$ cat src/rtl/teng_pcs_pkg.sv
// Shared 64b/66b PCS definitions: sync-header codes, lock FSM states and header checks.
package teng_pcs_pkg;

    localparam logic [1:0] SH_DATA = 2'b01;
    localparam logic [1:0] SH_CTRL = 2'b10;

    typedef enum logic [2:0] {
        LOCK_INIT = 3'd0,
        RESET_CNT = 3'd1,
        TEST_SH   = 3'd2,
        SLIP      = 3'd3,
        WAIT      = 3'd4
    } lock_state_e;

    // Only the two mixed-bit codes are legal; 2'b00 and 2'b11 are bit errors.
    function automatic logic sh_is_valid(input logic [1:0] sh);
        return (sh == SH_DATA) || (sh == SH_CTRL);
    endfunction

endpackage

$ cat src/rtl/teng_rx_block_sync_if.sv
// Bus between the rx gearboxes / MAC side and the per-lane block-lock monitor.
interface teng_rx_block_sync_if #(
    parameter int NUMBER_OF_LANES = 2,
    parameter int CNT_W           = 16
);
    logic [NUMBER_OF_LANES*2-1:0]     head_i;
    logic [NUMBER_OF_LANES-1:0]       head_valid_i;
    logic                             err_cnt_clr_i;
    logic [NUMBER_OF_LANES-1:0]       slip_o;
    logic [NUMBER_OF_LANES-1:0]       block_lock_o;
    logic [NUMBER_OF_LANES-1:0]       hi_ber_o;
    logic                             all_lock_o;
    logic [NUMBER_OF_LANES*CNT_W-1:0] err_cnt_o;

    modport master (
        output head_i, head_valid_i, err_cnt_clr_i,
        input  slip_o, block_lock_o, hi_ber_o, all_lock_o, err_cnt_o
    );

    modport slave (
        input  head_i, head_valid_i, err_cnt_clr_i,
        output slip_o, block_lock_o, hi_ber_o, all_lock_o, err_cnt_o
    );
endinterface

$ cat src/rtl/teng_block_lock_lane.sv
// One 64b/66b lane: block-lock FSM driving gearbox slip, hi-BER monitor and
// saturating sync-header error counter.
module teng_block_lock_lane #(
    parameter int SH_WINDOW  = 64,
    parameter int INVLD_MAX  = 16,
    parameter int SLIP_WAIT  = 32,
    parameter int BER_WINDOW = 20000,
    parameter int BER_THRESH = 16,
    parameter int CNT_W      = 16
) (
    input  logic             i_clk,
    input  logic             i_rst_n,
    input  logic [1:0]       i_head,
    input  logic             i_head_valid,
    input  logic             i_err_cnt_clr,
    output logic             o_slip,
    output logic             o_block_lock,
    output logic             o_hi_ber,
    output logic [CNT_W-1:0] o_err_cnt
);
    import teng_pcs_pkg::*;

    localparam int SH_CW = $clog2(SH_WINDOW + 1);
    localparam int IV_W  = $clog2(INVLD_MAX + 1);
    localparam int WT_W  = (SLIP_WAIT > 1) ? $clog2(SLIP_WAIT) : 1;
    localparam int BW_W  = (BER_WINDOW > 1) ? $clog2(BER_WINDOW) : 1;
    localparam int BC_W  = $clog2(BER_THRESH + 1);

    localparam logic [SH_CW-1:0] SH_WINDOW_C    = SH_CW'(SH_WINDOW);
    localparam logic [IV_W-1:0]  INVLD_MAX_C    = IV_W'(INVLD_MAX);
    localparam logic [WT_W-1:0]  WAIT_LAST_C    = WT_W'(SLIP_WAIT - 1);
    localparam logic [BW_W-1:0]  BER_WIN_LAST_C = BW_W'(BER_WINDOW - 1);
    localparam logic [BC_W-1:0]  BER_THRESH_C   = BC_W'(BER_THRESH);
    localparam logic [CNT_W-1:0] ERR_MAX_C      = {CNT_W{1'b1}};

    lock_state_e      r_state;
    logic [SH_CW-1:0] r_sh_cnt;
    logic [IV_W-1:0]  r_sh_invld;
    logic [WT_W-1:0]  r_wait_cnt;
    logic             r_block_lock;
    logic             r_slip;
    logic [BW_W-1:0]  r_ber_win;
    logic [BC_W-1:0]  r_ber_cnt;
    logic             r_hi_ber;
    logic [CNT_W-1:0] r_err_cnt;

    logic             w_sample;
    logic             w_invalid;
    logic [SH_CW-1:0] w_cnt_nxt;
    logic [IV_W-1:0]  w_invld_nxt;
    logic             w_bad_locked;
    logic             w_lock_drop;
    logic [BC_W-1:0]  w_ber_cnt_nxt;

    // Headers only count while testing; SLIP/WAIT/RESET_CNT discard them.
    always_comb begin
        w_sample    = 1'b0;
        w_invalid   = 1'b0;
        w_cnt_nxt   = r_sh_cnt;
        w_invld_nxt = r_sh_invld;
        if ((r_state == TEST_SH) && i_head_valid) begin
            w_sample    = 1'b1;
            w_invalid   = ~sh_is_valid(i_head);
            w_cnt_nxt   = r_sh_cnt + SH_CW'(1);
            w_invld_nxt = r_sh_invld + IV_W'(w_invalid);
        end else begin
            w_sample    = 1'b0;
        end
    end

    assign w_bad_locked = w_sample & w_invalid & r_block_lock;
    assign w_lock_drop  = w_sample & r_block_lock & (w_invld_nxt == INVLD_MAX_C);

    // Saturating hi-BER invalid count for the current cycle
    always_comb begin
        w_ber_cnt_nxt = r_ber_cnt;
        if (w_bad_locked && (r_ber_cnt != BER_THRESH_C)) begin
            w_ber_cnt_nxt = r_ber_cnt + BC_W'(1);
        end else begin
            w_ber_cnt_nxt = r_ber_cnt;
        end
    end

    // Block-lock FSM with registered slip pulse and lock flag
    always_ff @(posedge i_clk or negedge i_rst_n) begin
        if (!i_rst_n) begin
            r_state      <= LOCK_INIT;
            r_sh_cnt     <= '0;
            r_sh_invld   <= '0;
            r_wait_cnt   <= '0;
            r_block_lock <= 1'b0;
            r_slip       <= 1'b0;
        end else begin
            r_slip <= 1'b0;
            case (r_state)
                LOCK_INIT: begin
                    r_block_lock <= 1'b0;
                    r_state      <= RESET_CNT;
                end
                RESET_CNT: begin
                    r_sh_cnt   <= '0;
                    r_sh_invld <= '0;
                    r_state    <= TEST_SH;
                end
                TEST_SH: begin
                    if (w_sample) begin
                        r_sh_cnt   <= w_cnt_nxt;
                        r_sh_invld <= w_invld_nxt;
                        if (!r_block_lock) begin
                            if (w_invalid) begin
                                r_slip  <= 1'b1;
                                r_state <= SLIP;
                            end else if (w_cnt_nxt == SH_WINDOW_C) begin
                                r_block_lock <= 1'b1;
                                r_state      <= RESET_CNT;
                            end else begin
                                r_state <= TEST_SH;
                            end
                        end else if (w_lock_drop) begin
                            r_block_lock <= 1'b0;
                            r_slip       <= 1'b1;
                            r_state      <= SLIP;
                        end else if (w_cnt_nxt == SH_WINDOW_C) begin
                            r_state <= RESET_CNT;
                        end else begin
                            r_state <= TEST_SH;
                        end
                    end else begin
                        r_state <= TEST_SH;
                    end
                end
                SLIP: begin
                    r_block_lock <= 1'b0;
                    r_wait_cnt   <= '0;
                    r_state      <= WAIT;
                end
                WAIT: begin
                    if (r_wait_cnt == WAIT_LAST_C) begin
                        r_state <= RESET_CNT;
                    end else begin
                        r_wait_cnt <= r_wait_cnt + WT_W'(1);
                    end
                end
                default: begin
                    r_block_lock <= 1'b0;
                    r_state      <= LOCK_INIT;
                end
            endcase
        end
    end

    // hi-BER window: runs only while locked, restarts from zero on every lock
    always_ff @(posedge i_clk or negedge i_rst_n) begin
        if (!i_rst_n) begin
            r_ber_win <= '0;
            r_ber_cnt <= '0;
            r_hi_ber  <= 1'b0;
        end else if (!r_block_lock || w_lock_drop) begin
            r_ber_win <= '0;
            r_ber_cnt <= '0;
            r_hi_ber  <= 1'b0;
        end else if (r_ber_win == BER_WIN_LAST_C) begin
            r_ber_win <= '0;
            r_ber_cnt <= '0;
            r_hi_ber  <= (w_ber_cnt_nxt == BER_THRESH_C);
        end else begin
            r_ber_win <= r_ber_win + BW_W'(1);
            r_ber_cnt <= w_ber_cnt_nxt;
            r_hi_ber  <= r_hi_ber | (w_ber_cnt_nxt == BER_THRESH_C);
        end
    end

    // Error counter: clear wins over a same-cycle error
    always_ff @(posedge i_clk or negedge i_rst_n) begin
        if (!i_rst_n) begin
            r_err_cnt <= '0;
        end else if (i_err_cnt_clr) begin
            r_err_cnt <= '0;
        end else if (w_bad_locked && (r_err_cnt != ERR_MAX_C)) begin
            r_err_cnt <= r_err_cnt + CNT_W'(1);
        end else begin
            r_err_cnt <= r_err_cnt;
        end
    end

    assign o_slip       = r_slip;
    assign o_block_lock = r_block_lock;
    assign o_hi_ber     = r_hi_ber;
    assign o_err_cnt    = r_err_cnt;

endmodule

$ cat src/rtl/teng_rx_block_sync.sv
// Per-lane 64b/66b block-lock and BER monitor for the 10G RX path; lanes are
// independent and only meet in all_lock_o.
module teng_rx_block_sync #(
    parameter int NUMBER_OF_LANES = 2,
    parameter int SH_WINDOW       = 64,
    parameter int INVLD_MAX       = 16,
    parameter int SLIP_WAIT       = 32,
    parameter int BER_WINDOW      = 20000,
    parameter int BER_THRESH      = 16,
    parameter int CNT_W           = 16
) (
    input  logic                 clk_i,
    input  logic                 rst_n_i,
    teng_rx_block_sync_if.slave  bus
);
    logic [NUMBER_OF_LANES-1:0]       w_slip;
    logic [NUMBER_OF_LANES-1:0]       w_block_lock;
    logic [NUMBER_OF_LANES-1:0]       w_hi_ber;
    logic [NUMBER_OF_LANES*CNT_W-1:0] w_err_cnt;

    for (genvar g = 0; g < NUMBER_OF_LANES; g++) begin : g_lane
        teng_block_lock_lane #(
            .SH_WINDOW  (SH_WINDOW),
            .INVLD_MAX  (INVLD_MAX),
            .SLIP_WAIT  (SLIP_WAIT),
            .BER_WINDOW (BER_WINDOW),
            .BER_THRESH (BER_THRESH),
            .CNT_W      (CNT_W)
        ) u_lane (
            .i_clk         (clk_i),
            .i_rst_n       (rst_n_i),
            .i_head        (bus.head_i[g*2 +: 2]),
            .i_head_valid  (bus.head_valid_i[g]),
            .i_err_cnt_clr (bus.err_cnt_clr_i),
            .o_slip        (w_slip[g]),
            .o_block_lock  (w_block_lock[g]),
            .o_hi_ber      (w_hi_ber[g]),
            .o_err_cnt     (w_err_cnt[g*CNT_W +: CNT_W])
        );
    end

    assign bus.slip_o       = w_slip;
    assign bus.block_lock_o = w_block_lock;
    assign bus.hi_ber_o     = w_hi_ber;
    assign bus.err_cnt_o    = w_err_cnt;
    assign bus.all_lock_o   = &w_block_lock;

endmodule
$ cat src/flat_wrapper.sv
// flat-port wrapper written by rule: the top's interface ports become plain ports
module teng_rx_block_sync_flat 
#(
    parameter int NUMBER_OF_LANES = 2,
    parameter int SH_WINDOW       = 64,
    parameter int INVLD_MAX       = 16,
    parameter int SLIP_WAIT       = 32,
    parameter int BER_WINDOW      = 20000,
    parameter int BER_THRESH      = 16,
    parameter int CNT_W           = 16
)
  (clk_i, rst_n_i, bus_head_i, bus_head_valid_i, bus_err_cnt_clr_i, bus_slip_o, bus_block_lock_o, bus_hi_ber_o, bus_all_lock_o, bus_err_cnt_o);
  teng_rx_block_sync_if #(.NUMBER_OF_LANES(NUMBER_OF_LANES), .CNT_W(CNT_W)) bus_i ();
  input  logic clk_i;
  input  logic rst_n_i;
  input wire logic [$bits(bus_i.head_i)-1:0] bus_head_i;
  input wire logic [$bits(bus_i.head_valid_i)-1:0] bus_head_valid_i;
  input wire logic [$bits(bus_i.err_cnt_clr_i)-1:0] bus_err_cnt_clr_i;
  output wire logic [$bits(bus_i.slip_o)-1:0] bus_slip_o;
  output wire logic [$bits(bus_i.block_lock_o)-1:0] bus_block_lock_o;
  output wire logic [$bits(bus_i.hi_ber_o)-1:0] bus_hi_ber_o;
  output wire logic [$bits(bus_i.all_lock_o)-1:0] bus_all_lock_o;
  output wire logic [$bits(bus_i.err_cnt_o)-1:0] bus_err_cnt_o;
  assign bus_i.head_i = bus_head_i;
  assign bus_i.head_valid_i = bus_head_valid_i;
  assign bus_i.err_cnt_clr_i = bus_err_cnt_clr_i;
  assign bus_slip_o = bus_i.slip_o;
  assign bus_block_lock_o = bus_i.block_lock_o;
  assign bus_hi_ber_o = bus_i.hi_ber_o;
  assign bus_all_lock_o = bus_i.all_lock_o;
  assign bus_err_cnt_o = bus_i.err_cnt_o;
  teng_rx_block_sync #(.NUMBER_OF_LANES(NUMBER_OF_LANES), .SH_WINDOW(SH_WINDOW), .INVLD_MAX(INVLD_MAX), .SLIP_WAIT(SLIP_WAIT), .BER_WINDOW(BER_WINDOW), .BER_THRESH(BER_THRESH), .CNT_W(CNT_W)) u_core (.clk_i(clk_i), .rst_n_i(rst_n_i), .bus(bus_i));
endmodule
$ cat config.mk
export PLATFORM = sky130hd
export DESIGN_NAME = teng_rx_block_sync_flat
export DESIGN_NICKNAME = d
export VERILOG_FILES = /design/src/rtl/teng_pcs_pkg.sv /design/src/rtl/teng_rx_block_sync_if.sv /design/src/rtl/teng_block_lock_lane.sv /design/src/rtl/teng_rx_block_sync.sv /design/src/flat_wrapper.sv
export SDC_FILE = /design/constraint.sdc
export NUM_CORES = 1
export LEC_CHECK = 0
export CELL_PAD_IN_SITES_DETAIL_PLACEMENT = 0
export CELL_PAD_IN_SITES_GLOBAL_PLACEMENT = 1
export CORE_ASPECT_RATIO = 0.75
export CORE_UTILIZATION = 49
export CTS_CLUSTER_DIAMETER = 80
export DETAILED_ROUTE_END_ITERATION = 7
export GPL_TIMING_DRIVEN = 0
export PLACE_DENSITY_LB_ADDON = 0.2
export SKIP_LAST_GASP = 1
export SLEW_MARGIN = 20
export SYNTH_ARGS = -nofsm -noshare
export SYNTH_HDL_FRONTEND = slang
export SYNTH_SLANG_ARGS = --single-unit
$ cat constraint.sdc
create_clock -name clk_i -period 4.7 [get_ports clk_i]
set_input_delay 0.94 -clock clk_i [delete_from_list [all_inputs] [get_ports clk_i]]
set_output_delay 0.94 -clock clk_i [all_outputs]
set_load 0.01 [all_outputs]
==> reports/metrics.yaml, run 1 <==
outcome:
  status: "complete, no violations"
clock_tree:
  post_cts_buffers: 0
  cts_root_buf: "clkbuf_16"
  clock_sinks: 118
  tritoncts: "built"
  cts-hold-fix-buffers: 0
  clock_path_buffers: 2
  htree_num_levels: 4
  path_clk_slew_ps: 50
  cts_inserted_buffers: 17
  ctsResizeCount: 0
  clock_latency_ps: 410
floorplan:
  die_h_um: 102.5
  die_area_sq_um: 13940
  core_area_sq_um: 13060
  ios: 48
  std_cell_rows: 36
  die_x_um: 136
  initial_core_util_pct: 50.52
timing:
  fin_setup_tns_ps: 0
  fin_worst_skew_ps: 8.532
  slew_viol_final: 0
  worst_pin_slew_ps: 746.7
  timing.final.crit_share_pct: 82.78
  fmax_mhz: 257.0
  slew_headroom_pct: 49.86
  hold_viol_final: 0
  fin_crit_ps: 3891
  grt_setup_unrepaired: "false"
  setup_viol: 0
logic_synthesis:
  synth.most_common_cell: "dfrtp_1"
  syn_nets: 752
  ys_top_cells_by_count: "dfrtp_1 (118), nor2_1 (106), nand2_1 (49)"
  synth_compound_area_share_pct: 13.48
  synth_edf_count: 0
  yosys-top-cells-area: "dfrtp_1 (45%), xnor2_1 (6.1%), nor2_1 (6.0%)"
  synth_area_per_cell_sq_um: 9.102
  synth_seq_cells: 118
  synth_top_area_share_pct: 44.75
  syn_inst: 725
  synth_top_family_by_area: "simple AND/OR/NAND/NOR gates"
  yosysUniqueCellTypes: 58
  syn_area_sq_um: 6599
  synth_top_area_cell: "dfrtp_1"
  yosysSeqAreaShare_pct: 44.75
  yosys_warnings: 0
  synthMuxAreaShare_pct: 1.081
  yosys.area_share.simple_pct: 23.42
  synth-main-ff-cell: "dfrtp_1"
  synthXorXnorAreaFrac_pct: 9.405
  synth_fa_ha_area_share_pct: 3.413
  synthArstFlopShare_pct: 100.0
global_route:
  grt_overflow: 0
  grt_usage_pct: 23.17
  antenna_found_initial: 0
  grt_first_pass_wirelength_mm: 25.25
  grt_max_degree: 63
  grt_pass1_vias: 5157
critical_path:
  cp_max_fo: 10
  setup.worst_path.class: "input port to flop"
  critPathRequiredTime_ps: 4990
  worst_setup_path_end_kind: "flop"
  crit_arrival_ps: 4180
  startpoint_type: "input port"
route:
  routedWlPerCell_um: 15.18
  first_pass_iters: 4
  drt_iter0_drc: 299
  avgViaCountPerCell: 5.653
  ant_nets: 0
  vias: 5512
  wl_mm: 14.80
  drc_errors: 0
pwr:
  power_density_nw_per_um2: 387.0
  vdd_drop_max_uv: 314.4
  power.leakage_uw: 0.003224
placement:
  buffer_ports.inserted: 46
  routabilityCongestion: 0.8561
  dpl.hpwl_mm: 10.11
hold_path:
  hp-class: "input port to async pin"
cells_and_area:
  utilization_pct: 60.73
  areaGrowthSynthToFinish_pct: 20.21
  drive_gt1_share_pct: 7.587
  n_antenna_cell: 0
  final_nets: 818
flow_run:
  max_cap_viol_count: 0
state kept, by name (all words and copies together), names as in the netlist:
name	count
u_core.g_lane.u_lane.o_err_cnt	32
u_core.g_lane.u_lane.r_sh_invld	10
u_core.g_lane.u_lane.r_ber_win	30
u_core.g_lane.u_lane.r_wait_cnt	10
u_core.g_lane.u_lane.o_slip	2
u_core.g_lane.u_lane.r_ber_cnt	10
u_core.g_lane.u_lane.r_sh_cnt	14
u_core.g_lane.u_lane.o_hi_ber	2
u_core.g_lane.u_lane.r_state	6
u_core.g_lane.u_lane.o_block_lock	2
where the power goes:
part	internal, uW	switching, uW	leakage [uW]
logic	201	360	0.00128
clock network	917	447	0.000306
registers	1080	63.7	0.00163
stage by stage:
step                hold WS (ps)  instance area (sq um)  setup slack (ps)  total power [uW]  cells
finish                     497.3                   7933             809.2              3070    975
global route               525.0                   7933             514.2              3228    975
CTS                        510.4                   7933             792.5              3088    975
detailed placement         479.9                   7302             434.0              1710    943
global placement           473.7                   7273             -2046              1691    942
floorplan                  454.9                   6599              1484              1548    725
metal layers:
layer | vias to the layer above | part of all wire (%) | GRT usage (%)
met5 | - | 0 | 0
met4 | 0 | 1.3 | 8.462
met3 | 13 | 4.4 | 4.966
met2 | 118 | 44 | 33.97
met1 | 2674 | 51 | 33.71
li1 | 2707 | - | -
cell usage in the layout, fill, tap and decap left out, types with 22 or more instances in the layout:
cell type        synthesis  final
dfrtp_1                118    118
nor2_1                 106    106
nand2_1                 49     49
xnor2_1                 46     46
clkdlybuf4s50_1          0     45
nand3_1                 37     37
o21ai_0                 35     35
a21oi_1                 31     31
inv_1                   30     30
nand4_1                 26     26
xor2_1                  23     23
clkbuf_1                20     22
worst paths after layout:
path                                                            start                                     to  slack [ps]  cells past startpoint
worst min register to register   u_core.g_lane[0].u_lane.r_ber_win[0]   u_core.g_lane[0].u_lane.r_ber_win[0]         500                      1
worst max-delay path                                    bus_head_i[3]  u_core.g_lane[1].u_lane.r_ber_win[12]         810                     11
worst max register to register  u_core.g_lane[0].u_lane.r_sh_invld[0]  u_core.g_lane[0].u_lane.r_ber_win[13]        2010                      8
min in group clk_i               u_core.g_lane[0].u_lane.r_ber_win[0]   u_core.g_lane[0].u_lane.r_ber_win[0]         500                      1
max in group asynchronous                                     rst_n_i   u_core.g_lane[1].u_lane.o_err_cnt[0]        3520                      2
worst min-delay path                                          rst_n_i    u_core.g_lane[0].u_lane.r_sh_cnt[2]         500                      1
worst max-delay path: stages:
cell,delay [ps]
clkdlybuf4s50_1,410
xnor2_1,620
ha_1,300
ha_1,230
nand3_1,110
xor2_1,180
o31ai_1,640
a31o_2,190
buf_2,220
buf_2,260
nor2_1,80
final cells by class:
class / instances / area [sq um]
inverter: 30 / 112.6
multi-input combinational: 539 / 3352
tap: 171 / 214.0
timing repair buffer: 47 / 489.2
sequential: 118 / 2953
clock buffer: 25 / 515.5
buffer: 38 / 181.4
clock inverter: 7 / 115.1
fill: 1126 / 5130
kinds of logic after synthesis:
| family | after synthesis |
|---|---|
| XOR/XNOR | 70 |
| AO/OA/AOI/OAI | 135 |
| buffers and inverters | 68 |
| flip-flops | 118 |
| AND/OR/NAND/NOR | 309 |
| adder cells (fa/ha/maj) | 18 |
| multiplexers | 7 |
Note: power is estimated with default switching activity, not from simulation.
==> run 2, diff against run 1 <==
--- a/config.mk
+++ b/config.mk
@@ -8,7 +8,7 @@
 export CELL_PAD_IN_SITES_DETAIL_PLACEMENT = 0
 export CELL_PAD_IN_SITES_GLOBAL_PLACEMENT = 1
 export CORE_ASPECT_RATIO = 0.75
-export CORE_UTILIZATION = 49
+export CORE_UTILIZATION = 46
 export CTS_CLUSTER_DIAMETER = 80
 export DETAILED_ROUTE_END_ITERATION = 7
 export GPL_TIMING_DRIVEN = 0
==> constraint.sdc (replaced) <==
create_clock -name clk_i -period 3.65 [get_ports clk_i]
set_input_delay 0.73 -clock clk_i [delete_from_list [all_inputs] [get_ports clk_i]]
set_output_delay 0.73 -clock clk_i [all_outputs]
set_load 0.01 [all_outputs]
==> reports/metrics.yaml, run 2 (synthesis gave the netlist of run 1 again) <==
floorplan:
  initial_core_util_pct: 47.67  # -2.8 points
  std_cell_rows: 37  # +2.8%
  die_area_sq_um: 14830  # +6.4%
  core_area_sq_um: 13840  # +6.0%
  die_h_um: 105.7  # +3.1%
  die_x_um: 140.3  # +3.2%
  ios: 48  # unchanged
critical_path:
  critPathSlowestCell: "or4_1"
  setup.worst_path.class: "input port to flop"
  cp_max_fo: 10  # unchanged
  critical_path.cell_chain: "clkdlybuf4s50_1 -> xor2_2 -> inv_1 -> ha_1 -> ha_1 -> or4_1 -> nor2_1 -> o211ai_1 -> nand3_2 -> buf_2 -> nor2_1"
  startpoint_type: "input port"
  critPathRequiredTime_ps: 3950  # -1040 ps
  critPathMaxStageDelay_ps: 520  # -120 ps
  worst_setup_path_end_kind: "flop"
  crit_arrival_ps: 3700  # -480 ps
global_route:
  grt_max_degree: 67  # +6.3%
  grt_usage_pct: 21.71  # -1.5 points
  grt_overflow: 0  # unchanged
  antenna_found_initial: 0  # unchanged
  grt_first_pass_wirelength_mm: 25.43  # +0.68%
  grt_pass1_vias: 5295  # +2.7%
clock_tree:
  clock_path_buffers: 2  # unchanged
  clock_sinks: 118  # unchanged
  tritoncts: "built"
  path_clk_slew_ps: 50  # about the same
  clock_latency_ps: 420  # about the same
  htree_num_levels: 4  # unchanged
  cts_inserted_buffers: 17  # unchanged
  cts_root_buf: "clkbuf_16"
timing:
  slew_viol_final: 0  # unchanged
  fin_crit_ps: 3404
  fmax_mhz: 293.8
  slew_headroom_pct: 47.83  # -2.0 points
  fin_worst_skew_ps: 8.842  # +0.3098 ps
  timing.final.crit_share_pct: 93.25
  setup_viol: 0  # unchanged
  grt_setup_unrepaired: "false"
  holdWs_ps: 278.1  # -219.2 ps
  worst_pin_slew_ps: 762.8  # +16.15 ps
  fin_setup_tns_ps: 0  # unchanged
  hold_viol_final: 0  # unchanged
placement:
  routabilityCongestion: 0.8288  # -3.2%
  dpl.hpwl_mm: 10.13  # +0.18%
  numPlacedInstances: 947  # +0.42%
  buffer_ports.inserted: 46  # unchanged
route:
  wl_mm: 14.79  # -0.12%
  drt_iter0_drc: 324  # +8.4%
  avgViaCountPerCell: 5.619  # -0.60%
  routedWlPerCell_um: 15.09  # -0.63%
  first_pass_iters: 5  # +1
  vias: 5507  # -0.091%
  drc_errors: 0  # unchanged
  ant_nets: 0  # unchanged
cells_and_area:
  largest_reg_flops: 32  # unchanged
  multi_input_area_sq_um: 3371  # +0.56%
  areaGrowthSynthToFinish_pct: 20.55
  regArea_sq_um: 2953  # unchanged
  final_nets: 819  # +0.12%
  layout_commonest_cell: "dfrtp_1"
  num-fill-cells: 1214  # +7.8%
  instances_no_fill: 980  # +0.51%
  utilization_pct: 57.47  # -3.3 points
  final_cell_mix: "dfrtp_1 (118), nor2_1 (106), nand2_1 (49)"
  n_antenna_cell: 0  # unchanged
  drive_gt1_share_pct: 7.950  # +0.36 points
hold_path:
  hp-class: "input port to async pin"
pwr:
  power.leakage_uw: 0.003232  # +0.26%
  vdd_drop_max_uv: 314.9  # +0.14%
  p_total_uw: 3942  # +28%
  power_density_nw_per_um2: 495.6  # +28%
outcome:
  status: "complete, no violations"
flow_run:
  max_cap_viol_count: 0  # unchanged
[run 2: worst max-delay path: cells and delay by family]
family,cells,cell delay (ps)
buffers and inverters,3,950
adder cells (fa/ha/maj),2,580
XOR/XNOR,1,300
AND/OR/NAND/NOR,4,940
AO/OA/AOI/OAI,1,190
[run 2: repair_timing]
action | in CTS | in global routing
hold buffers | 0 | 0
setup endpoints to repair | 0 | 29
gates resized for setup | 0 | 4
buffers inserted | 0 | 1
[run 2: metrics by stage]
stage	setup WS, ps	cell area, sq um
3_5_place_dp	-428.7	7307
5_1_grt	57.95	7955
6_report	246.4	7955
2_1_floorplan	644.2	6599
3_3_place_gp	-2923	7278
4_1_cts	3.630	7929
[run 2: area by class of cell]
| type | count | share of cell area (%) |
|---|---|---|
| plain buffers | 38 | 2.281 |
| clock inverters | 7 | 1.463 |
| flip-flops and latches | 118 | 37.12 |
| inverters | 30 | 1.416 |
| well taps | 175 | 2.752 |
| multi-input cells | 539 | 42.37 |
| clock buffers | 25 | 6.354 |
| repair buffers | 48 | 6.244 |
[run 2: metal layers]
metal | track usage, % | vias up | share of wire, % | routed length (um)
met4 | 8.948 | 0 | 1.6 | 236
met5 | 0 | - | 0 | 0
met1 | 30.77 | 2661 | 52 | 7641
met3 | 4.907 | 17 | 4.3 | 640
li1 | - | 2715 | - | -
met2 | 31.93 | 114 | 42 | 6266
[run 2: path summary, 6_finish.rpt]
| kind | end | slack (ps) | startpoint | depth (start not counted) |
|---|---|---|---|---|
| worst max register to register | u_core.g_lane[0].u_lane.r_ber_win[11] | 1220 | u_core.g_lane[0].u_lane.r_sh_invld[0] | 8 |
| min in group clk_i | u_core.g_lane[0].u_lane.r_ber_win[0] | 500 | u_core.g_lane[0].u_lane.r_ber_win[0] | 1 |
| worst min register to register | u_core.g_lane[0].u_lane.r_ber_win[0] | 500 | u_core.g_lane[0].u_lane.r_ber_win[0] | 1 |
| max in group asynchronous | u_core.g_lane[1].u_lane.o_err_cnt[6] | 2670 | rst_n_i | 2 |
| worst max-delay path | u_core.g_lane[0].u_lane.r_ber_win[11] | 250 | bus_head_i[0] | 11 |
| worst min-delay path | u_core.g_lane[0].u_lane.r_sh_cnt[4] | 280 | rst_n_i | 1 |
[run 2: power by group]
part | switching [uW] | total (uW) | leakage [uW] | internal, uW
registers | 79.8 | 1470 | 0.00163 | 1390
logic | 459 | 720 | 0.00130 | 261
clock network | 588 | 1750 | 0.000303 | 1160
total | 1130 | 3940 | 0.00323 | 2820
